==> config.mk <==
export PLATFORM = sky130hd
export DESIGN_NAME = reset_sequencer
export DESIGN_NICKNAME = d
export VERILOG_FILES = /design/src/rtl/reset_sequencer.sv
export SDC_FILE = /design/constraint.sdc
export NUM_CORES = 1
export LEC_CHECK = 0
export CAP_MARGIN = 25
export CORE_ASPECT_RATIO = 2
export CORE_MARGIN = 4
export CORE_UTILIZATION = 40
export DETAILED_ROUTE_END_ITERATION = 6
export GPL_ROUTABILITY_DRIVEN = 1
export SLEW_MARGIN = 15
export SYNTH_ARGS = -nofsm -noshare
export SYNTH_HDL_FRONTEND = slang
export SYNTH_SLANG_ARGS = --single-unit
export TNS_END_PERCENT = 30
==> constraint.sdc <==
create_clock -name clk_RC -period 1.92 [get_ports clk_RC]
set_input_delay 0.192 -clock clk_RC [delete_from_list [all_inputs] [get_ports clk_RC]]
set_output_delay 0.192 -clock clk_RC [all_outputs]
set_load 0.03 [all_outputs]
==> src/rtl/reset_sequencer.sv <==
// reset_sequencer
// Releases N_STAGES reset domains in fixed order after power-on or any reset
// request. All domains stay low for MIN_HOLD cycles. The block then waits for
// the oscillator-stable flag, or gives up after OSC_TIMEOUT cycles. After that
// one domain is released every STAGE_GAP cycles. The cause of the most recent
// reset is kept in rst_cause.
//
// Handshake/interface semantics: there is no valid/ready traffic here.
//  - wdt_req and sw_req are clk_RC-synchronous levels. Any cycle in which one
//    of them is high counts as a request. A one-cycle pulse is enough.
//  - ext_rst_n and osc_ok are asynchronous. They pass through 2-FF
//    synchronizers before any logic uses them.
//  - A request forces every domain low on the next edge, whatever state the
//    block is in. No sequencing is in progress after that edge.
module reset_sequencer #(
  parameter int N_STAGES    = 3,
  parameter int MIN_HOLD    = 16,
  parameter int STAGE_GAP   = 8,
  parameter int OSC_TIMEOUT = 1024
) (
  input  logic                clk_RC,
  input  logic                POR_n,
  input  logic                ext_rst_n,
  input  logic                osc_ok,
  input  logic                wdt_req,
  input  logic                sw_req,
  output logic [N_STAGES-1:0] rst_stage_n,
  output logic [1:0]          rst_cause,
  output logic                osc_fail,
  output logic                seq_done,
  output logic [1:0]          state_dbg
);

  localparam int MAX_AB  = (MIN_HOLD > STAGE_GAP) ? MIN_HOLD : STAGE_GAP;
  localparam int CNT_MAX = (MAX_AB > OSC_TIMEOUT) ? MAX_AB : OSC_TIMEOUT;
  localparam int CW      = $clog2(CNT_MAX + 1);
  localparam int SW      = $clog2(N_STAGES + 1);

  localparam logic [CW-1:0] HOLD_LAST  = CW'(MIN_HOLD - 1);
  localparam logic [CW-1:0] GAP_LAST   = CW'(STAGE_GAP - 1);
  localparam logic [CW-1:0] OSC_LAST   = CW'(OSC_TIMEOUT - 1);
  localparam logic [SW-1:0] STAGE_LAST = SW'(N_STAGES - 1);

  localparam logic [1:0] CAUSE_POR = 2'b00;
  localparam logic [1:0] CAUSE_EXT = 2'b01;
  localparam logic [1:0] CAUSE_WDT = 2'b10;
  localparam logic [1:0] CAUSE_SW  = 2'b11;

  typedef enum logic [1:0] {
    S_HOLD     = 2'd0,
    S_WAIT_OSC = 2'd1,
    S_RELEASE  = 2'd2,
    S_RUN      = 2'd3
  } state_t;

  state_t              state;
  logic [CW-1:0]       cnt;
  logic [SW-1:0]       stage;
  logic                ext_meta;
  logic                ext_s;
  logic                osc_meta;
  logic                osc_s;
  logic                ext_armed;
  logic                req;
  logic [1:0]          next_cause;
  logic [N_STAGES-1:0] release_mask;

  assign state_dbg = state;

  // Two-flop synchronizers for the asynchronous inputs.
  // ext_armed records that the synchronized ext_rst_n has been seen high at
  // least once since power-on. The synchronizer powers up at 0, so without
  // this flag that reset value would be logged as an external reset.
  always_ff @(posedge clk_RC or negedge POR_n) begin
    if (!POR_n) begin
      ext_meta  <= 1'b0;
      ext_s     <= 1'b0;
      osc_meta  <= 1'b0;
      osc_s     <= 1'b0;
      ext_armed <= 1'b0;
    end else begin
      ext_meta  <= ext_rst_n;
      ext_s     <= ext_meta;
      osc_meta  <= osc_ok;
      osc_s     <= osc_meta;
      ext_armed <= ext_armed | ext_s;
    end
  end

  // Request merge, cause priority (EXT > WDT > SW), and one-hot mask of the
  // stage to be released next.
  always_comb begin
    req        = ~ext_s | wdt_req | sw_req;
    next_cause = rst_cause;
    if (~ext_s && ext_armed) begin
      next_cause = CAUSE_EXT;
    end else if (wdt_req) begin
      next_cause = CAUSE_WDT;
    end else if (sw_req) begin
      next_cause = CAUSE_SW;
    end
    release_mask = '0;
    for (int i = 0; i < N_STAGES; i++) begin
      release_mask[i] = (stage == SW'(i));
    end
  end

  // Sequencer FSM. A request overrides every state. All outputs are registered.
  always_ff @(posedge clk_RC or negedge POR_n) begin
    if (!POR_n) begin
      state       <= S_HOLD;
      cnt         <= '0;
      stage       <= '0;
      rst_stage_n <= '0;
      rst_cause   <= CAUSE_POR;
      osc_fail    <= 1'b0;
      seq_done    <= 1'b0;
    end else if (req) begin
      state       <= S_HOLD;
      cnt         <= '0;
      stage       <= '0;
      rst_stage_n <= '0;
      seq_done    <= 1'b0;
      rst_cause   <= next_cause;
    end else begin
      case (state)
        S_HOLD: begin
          if (cnt == HOLD_LAST) begin
            state <= S_WAIT_OSC;
            cnt   <= '0;
          end else begin
            cnt <= cnt + 1'b1;
          end
        end
        S_WAIT_OSC: begin
          if (osc_s) begin
            state    <= S_RELEASE;
            cnt      <= '0;
            osc_fail <= 1'b0;
          end else if (cnt == OSC_LAST) begin
            state    <= S_RELEASE;
            cnt      <= '0;
            osc_fail <= 1'b1;
          end else begin
            cnt <= cnt + 1'b1;
          end
        end
        S_RELEASE: begin
          if (cnt == GAP_LAST) begin
            cnt         <= '0;
            rst_stage_n <= rst_stage_n | release_mask;
            stage       <= stage + 1'b1;
            if (stage == STAGE_LAST) begin
              state    <= S_RUN;
              seq_done <= 1'b1;
            end
          end else begin
            cnt <= cnt + 1'b1;
          end
        end
        S_RUN: begin
          seq_done <= 1'b1;
        end
        default: begin
          state       <= S_HOLD;
          cnt         <= '0;
          stage       <= '0;
          rst_stage_n <= '0;
          seq_done    <= 1'b0;
        end
      endcase
    end
  end

endmodule

# After elaboration in Yosys (flattened, before gate mapping)
# Cells that the tools add are included.
# word_totals
ramBits	0
out_inout_bits	9
mem_bits_ro	0
n_memories	0
latch_bits	0
reg_bits	27
in_bits	6
# classes
mux	28
n_shift	0
n_lt_le_gt_ge	0
addsub	2
multipliers	0
n_bitwise	6
div_mod_pow	0
reduce_logical	14
eq_ne	12
# op_table
op	count
$mux 11	5
$pmux 11 s3	1
$mux 2	12
$add 11x1->11 const B	1
$eq 11x10->1 const B	1
$eq 11x3->1 const B	1
$eq 11x4->1 const B	1
$mux 3	3
$ne 3x3->1 const B	3
$eq 2x2->1 const B	3
$pmux 2 s3	1
$reduce_and 3->1	2
$reduce_bool 2->1	3
$reduce_bool 3->1	2
$mux 1	5
$reduce_and 5->1	1
$eq 2x1->1 const B	2
$logic_not 2->1	2
$ne 4x4->1 const B	1
$reduce_and 2->1	2
$reduce_bool 4->1	1
$or 1x1->1	3
$or 3x3->3	1
$add 2x1->2 const B	1
3 further kinds	4

# Depth between registers and ports, before layout
# Gate-level depths: netlist (run 1).
# logic_depth
depth_word	5
mapped_depth	8
depth_no_buf	7

# Worst setup path before layout (run 1)
# OpenSTA, ideal clock, no wires.
# synth_timing
path_kind	reg2reg
from	register state[0] (netlist: state_dbg[0])
to	register cnt[6]
stages_incl_launch_ff	9
slack_ps	-87
required_ps	1802
t_arrival_ps	1889
setup_time_ps	118
path_cell_list	dfrtp_1 -> inv_1 -> ha_1 -> nor3_1 -> and2_1 -> clkbuf_1 -> nor4_1 -> o211a_1 -> a21o_1
# synth_between
elab_chain_cells	3
elab_cells_between_ends	6
classes_between	eq/ne: 2; mux: 2; reduce/logical: 2
# synth_rtl
element	line	rtl
start: declaration	56	state_t state;
start signal: assignment	111	state <= S_HOLD;
start signal: assignment	119	state <= S_HOLD;
start signal: assignment	129	state <= S_WAIT_OSC;
$eq 2x2->1 (tied with other cells)	126	case (state)
$pmux 11 s3	126	
$mux 11	118	end else if (req) begin
end signal: assignment	132	cnt <= cnt + 1'b1;
end signal: assignment	145	cnt <= cnt + 1'b1;
end signal: assignment	158	cnt <= cnt + 1'b1;
end: declaration	57	logic [CW-1:0] cnt;
# Several ways; a longest one is shown, not always the timed one.
# A chain may end at the register's enable or synchronous reset.

# Worst setup path after layout (run 1)
# layout_timing
from	register state[0] (netlist: state_dbg[0])
to	register cnt[9]
# The elaborated chain is that of the path after synthesis.

==> reports/results.ini, run 1 <==
[drt]
num_vias=1247
route.detailed.drc=0
antenna_left=0
wl_mm=3.49
drtIter0Drc=24
drt_first_pass_iters=4
wire_per_inst_um=15.6
routed_via_density=5.57

[floorplan]
placementRows=30
io_pins=15
initial_core_util=0.423
die-area_mm2=0.00474
fp.dieH_um=93.4
die_x_um=50.7
core_area_mm2=0.00345

[placed_design]
dp_slack_ns=-0.104
port_buffers=14
hpwl_mm=2.66
place_inst=220
place_congestion=0.849

[timing]
relSlewSlack=0.735
worst_slack_ns=0.0575
tightest_slew_ns=0.394
report.final.slew_viol_count=0
setup_viol=0
post-route-period-util=0.970
rsz0062_at_grt=true
max_clock_freq_mhz=537
fin_setup_tns_ns=0
fin_skew_ns=0.00729
hold_viol_final=0
min_period_ns=1.86

[cells_and_area]
area_delta_synth_final_pct=27.4
final_nets=191
utilization=0.539
layout_commonest_cell=dfrtp_1
n_antenna_cell=0
drive_above_1_share=0.222
final_cell_mix=dfrtp_1, clkdlybuf4s50_1, inv_1, nand2_1, buf_4
fill_cells=322
instances_no_fill=224

[critical_path]
reg2regPathDepth=7
ff2ff_setup_slack_ns=0.06
crit_required_ns=2.09
path_max_fanout=7
cp-start-kind=flop
r2r_end=cnt[9]$_DFFE_PN0N_
arrival_ns=2.04
rr_startpoint=state_dbg[0]$_DFFE_PN0P_
cp-end-kind=flop
path_class=reg2reg

[global_routing]
grt_pass1_wl_mm=5.95
grt_max_degree=28
grt_pass1_vias=1343
grt.overflow.total=0
antenna_found_initial=0
grt_usage=0.163

[power]
p_int_uw=751
ir_drop_v=0.000444
seqPwrFrac=0.598
clockPowerShare=0.335
p_sw_uw=223
p_leak_nw=0.748
powerDensity_mw_per_mm2=523
combinationalPowerShare=0.067
switching_share=0.229

[cts]
clk_pin_slew_worst_paths_ns=0.10
cts_num_sinks=27
cts_tree=built
clk_path_buf_depth=2
hold_buffers=0
cts_made_buffers=3
htreeDepth=1
clock_latency_ns=0.28
cts_setup_buffers=0
root_buffer=clkbuf_8

[yosys]
postSynthCellCount=149
yosys-top-cells-area=dfrtp_1, ha_1, inv_1
synth_edf_count=0
ys.flop_type=dfrtp_1
netlist_area_mm2=0.00146
syn_nets=163
synth.avg_cell_area_um2=9.80
ys_seq_area_frac=0.463
ys_seq_elements=27
synth_top_area_cell=dfrtp_1
yosysTopAreaCellShare=0.463
ys_types=44
synth-warning-count=0
synth_async_sr_flop_share=1.00

[status]
outcome=finished clean

[hold_path]
hold_path.class=in2async

[flow_run]
maxCapViolations=0

## synthesized netlist by cell type (2+ instances only)
cell       n
nor2b_1    2
o21ai_0    3
buf_2      4
nand2_1   13
or2_2      2
nor2_1    10
nand3_1    7
a21oi_1    4
nand4_1    6
nand2b_1   2
o22ai_1    6
a31oi_1    7
dfrtp_1   27
ha_1       8
nor3_1     2
o311ai_0   2
and3_1     3
or3_1      2
inv_1     14
## flip-flops by register name, summed over array words and instances, names as in the netlist
name / cells
cnt: 11
ext_s: 1
osc_s: 1
rst_stage_n: 3
seq_done: 1
stage: 2
state_dbg: 2
ext_meta: 1
osc_meta: 1
ext_armed: 1
rst_cause: 2
osc_fail: 1
## cell type report
type / count / area (um^2) / area share
inverter: 14 / 52.6 / 0.0282
clock buffer: 3 / 41.3 / 0.0222
tap: 48 / 60.1 / 0.0323
timing repair buffer: 28 / 249 / 0.134
multi-input combinational: 103 / 772 / 0.415
clock inverter: 1 / 5.00 / 0.00269
sequential: 27 / 681 / 0.366
## stage by stage
step                      instance area [um^2]  power [mW]  hold slack (ns)
final                                     1860       0.974            0.281
after global routing                      1860        1.02            0.311
after CTS                                 1790       0.986            0.292
after detailed placement                  1740       0.658            0.342
after global placement                    1740       0.655            0.334
after floorplan                           1460       0.613           -0.104
## critical path, cell delays in order, from the launching register on
cell	delay [ns]
dfrtp_2	0.41
inv_1	0.08
ha_1	0.34
nor2b_1	0.15
a41o_1	0.24
o21ai_4	0.11
nand3b_4	0.15
o311ai_2	0.29
## worst max path at each step
stage,start,end,slack (ns)
3_3_place_gp,state_dbg[1]$_DFFE_PN0P_,cnt[10]$_DFFE_PN0N_,0.08
2_1_floorplan,state_dbg[0]$_DFFE_PN0P_,cnt[6]$_DFFE_PN0N_,0.02
3_5_place_dp,state_dbg[1]$_DFFE_PN0P_,cnt[10]$_DFFE_PN0N_,-0.10
6_report,state_dbg[0]$_DFFE_PN0P_,cnt[9]$_DFFE_PN0N_,0.06
5_1_grt,state_dbg[0]$_DFFE_PN0P_,cnt[9]$_DFFE_PN0N_,-0.08
4_1_cts,state_dbg[1]$_DFFE_PN0P_,cnt[9]$_DFFE_PN0N_,-0.04
## cell families (layout without fill, tap and decap cells)
kind of cell    count (synthesis)  in the layout  share of synthesized area
mux                             1              1                    0.00686
fa+ha+maj                       8              8                     0.0686
buf+inv                        19             46                     0.0523
simple gates                   59             59                      0.236
compound gates                 34             34                      0.168
flops                          27             27                      0.463
xor+xnor                        1              1                    0.00600
## per-layer routing
layer | part of all wire | GRT usage | up-vias
met3 | 0.026 | 0.0223 | 10
met2 | 0.58 | 0.317 | 28
met5 | 0 | 0 | -
met1 | 0.36 | 0.161 | 611
met4 | 0.032 | 0.0787 | 0
li1 | - | - | 598
## repair_timing
item | 4_1_cts | 5_1_grt
cloned | 0 | 0
setup endpoints to repair | 2 | 13
resized for setup | 2 | 16
endpoints found under the hold margin | 0 | 0
pin swaps | 0 | 4
## power by group through the flow
stage                     registers [mW]  clock network [mW]  logic [mW]
after floorplan                    0.597                   0      0.0153
after global placement             0.592                   0      0.0632
after detailed placement           0.593                   0      0.0648
after CTS                          0.582               0.340      0.0650
after global routing               0.583               0.361      0.0719
final                              0.582               0.327      0.0651
No activity file was read; power rests on OpenSTA's default activity.
==> run 2, diff against run 1 <==
--- a/config.mk
+++ b/config.mk
@@ -5,7 +5,6 @@
 export SDC_FILE = /design/constraint.sdc
 export NUM_CORES = 1
 export LEC_CHECK = 0
-export CAP_MARGIN = 25
 export CORE_ASPECT_RATIO = 2
 export CORE_MARGIN = 4
 export CORE_UTILIZATION = 40
==> constraint.sdc (replaced) <==
create_clock -name clk_RC -period 1.92 [get_ports clk_RC]
set_input_delay 0.288 -clock clk_RC [delete_from_list [all_inputs] [get_ports clk_RC]]
set_output_delay 0.288 -clock clk_RC [all_outputs]
set_load 0.03 [all_outputs]
==> run 2 against run 1 <==
Critical path depth fell by 1. Critical path type unchanged. Non-clock buffer count increased by 10. Power shrank 0.97%. Die area unchanged. Via count increased by 1.8%. Largest power group unchanged.
==> reports/results.ini, run 2 (synthesized netlist as in run 1, its figures left out) <==
[timing]
hold_viol_final=0  ; unchanged
fin_skew_ns=0.00415  ; was 0.00729 ns
rsz0062_at_grt=true  ; unchanged
report.final.slew_viol_count=0  ; unchanged
post-route-period-util=0.946  ; was 0.970
tightest_slew_ns=0.384  ; was 0.394 ns
max_clock_freq_mhz=551  ; was 537 MHz
setup_viol=0  ; unchanged
min_period_ns=1.82  ; was 1.86 ns
relSlewSlack=0.743  ; was 0.735

[power]
total_power_uw=964  ; was 974 uW
ir_drop_v=0.000448  ; was 0.000444 V
p_leak_nw=0.799  ; was 0.748 nW
powerDensity_mw_per_mm2=495  ; was 523 mW/mm^2

[cts]
clk_path_buf_depth=2  ; unchanged
cts_setup_buffers=0  ; unchanged
root_buffer=clkbuf_8  ; unchanged
clock_latency_ns=0.27  ; was 0.28 ns
htreeDepth=1  ; unchanged
cts_tree=built  ; unchanged
cts_num_sinks=27  ; unchanged
hold_buffers=0  ; unchanged
clk_pin_slew_worst_paths_ns=0.09  ; was 0.10 ns
cts_made_buffers=3  ; unchanged

[placed_design]
hpwl_mm=2.68  ; was 2.66 mm
place_congestion=0.926  ; was 0.849
port_buffers=14  ; unchanged

[cells_and_area]
n_antenna_cell=0  ; unchanged
utilization=0.564  ; was 0.539
largest_reg_flops=11  ; unchanged
top_regs=cnt: 11 flops, rst_stage_n: 3 flops  ; unchanged
final_nets=201  ; was 191
area_delta_synth_final_pct=33.5  ; was 27.4%
top_register=cnt  ; unchanged
drive_above_1_share=0.274  ; was 0.222
final_cell_mix=dfrtp_1, buf_4, clkdlybuf4s50_1  ; was dfrtp_1, clkdlybuf4s50_1, inv_1, nand2_1, buf_4

[flow_run]
maxCapViolations=0  ; unchanged

[hold_path]
min-delay-start=ext_meta$_DFF_PN0_
holdPathStages=0
hold_path.class=reg2reg  ; was in2async
whs_endpoint=ext_s$_DFF_PN0_

[critical_path]
reg2regPathDepth=6  ; was 7
cp-end-kind=flop  ; unchanged
r2r_end=cnt[5]$_DFFE_PN0N_  ; was cnt[9]$_DFFE_PN0N_
crit_required_ns=2.07  ; was 2.09 ns
slowest_delay_ns=0.45  ; was 0.41 ns
crit_path_top_delay_cell=dfrtp_2  ; unchanged
rr_startpoint=cnt[10]$_DFFE_PN0N_  ; was state_dbg[0]$_DFFE_PN0P_
path_class=reg2reg  ; unchanged
cp_cell_sequence=nor4_4 -> nand3_2 -> o21a_4 -> buf_4 -> a31oi_1 -> o22ai_2  ; was inv_1 -> ha_1 -> nor2b_1 -> a41o_1 -> o21ai_4 -> nand3b_4 -> o311ai_2
cp-start-kind=flop  ; unchanged
path_max_fanout=10  ; was 7
ff2ff_setup_slack_ns=0.10  ; was 0.06 ns
arrival_ns=1.97  ; was 2.04 ns

[floorplan]
io_pins=15  ; unchanged
die_x_um=50.7  ; unchanged
die-area_mm2=0.00474  ; unchanged
core_area_mm2=0.00345  ; unchanged
placementRows=30  ; unchanged
fp.dieH_um=93.4  ; unchanged
initial_core_util=0.423  ; unchanged

[status]
outcome=finished clean  ; unchanged

[global_routing]
antenna_found_initial=0  ; unchanged
grt_max_degree=28  ; unchanged
grt_pass1_vias=1345  ; was 1,343
grt.overflow.total=0  ; unchanged
grt_usage=0.160  ; was 0.163
grt_pass1_wl_mm=5.90  ; was 5.95 mm

[drt]
drt_first_pass_iters=4  ; unchanged
wl_mm=3.45  ; was 3.49 mm
num_vias=1270  ; was 1,247
wire_per_inst_um=14.7  ; was 15.6 um
drtIter0Drc=25  ; was 24
routed_via_density=5.43  ; was 5.57
antenna_left=0  ; unchanged
route.detailed.drc=0  ; unchanged

[run 2: worst max path at each step]
stage	start	end	slack, ns	cells past startpoint
finish	cnt[10]$_DFFE_PN0N_	cnt[5]$_DFFE_PN0N_	0.10	6
global route	cnt[10]$_DFFE_PN0N_	cnt[5]$_DFFE_PN0N_	-0.03	6
CTS	state_dbg[1]$_DFFE_PN0P_	cnt[5]$_DFFE_PN0N_	0.005	8
detailed placement	wdt_req	cnt[9]$_DFFE_PN0N_	-0.09	5
global placement	wdt_req	cnt[10]$_DFFE_PN0N_	0.03	5
floorplan	state_dbg[0]$_DFFE_PN0P_	cnt[6]$_DFFE_PN0N_	0.02	8
[run 2: critical path: cells and delay by family, from the launching register on]
kind | cells | cell delay (ns)
simple gates | 2 | 0.52
flops | 1 | 0.45
compound gates | 3 | 0.55
buf+inv | 1 | 0.17
[run 2: power by group]
part	leakage, nW	total (mW)	switching (mW)	internal [mW]
sequential	0.352	0.580	0.00435	0.576
combinational	0.422	0.0673	0.0372	0.0301
clock	0.0255	0.316	0.171	0.145
total	0.799	0.964	0.213	0.751
[run 2: per-layer routing]
layer  vias up  track usage  routed length, um
li1        613            -                  -
met1       623        0.157               1230
met2        24        0.320               2030
met3        10       0.0175                 82
met4         0       0.0652                106
met5         -            0                  0
[run 2: cell type report]
type | count | area [um^2]
fillers | 326 | 1500
multi-input cells | 103 | 788
flip-flops and latches | 27 | 679
repair buffers | 38 | 320
well taps | 48 | 60.1
inverters | 14 | 55.1
clock buffers | 3 | 41.3
clock inverters | 1 | 5.00
[run 2: metrics by stage]
stage,area [um^2],TNS (ns),cells,hold WS [ns],setup WS [ns]
CTS,1870,0,234,0.362,0.00453
detailed placement,1820,-0.147,230,0.340,-0.0903
global route,1950,-0.0482,234,0.369,-0.0251
floorplan,1460,0,149,-0.00759,0.0225
global placement,1820,0,230,0.332,0.0314
finish,1950,0,234,0.358,0.105
[run 2: timing repair]
action,CTS,global route
pin swaps,0,3
gates cloned,0,0
resized for setup,2,18
setup endpoints to repair,2,10
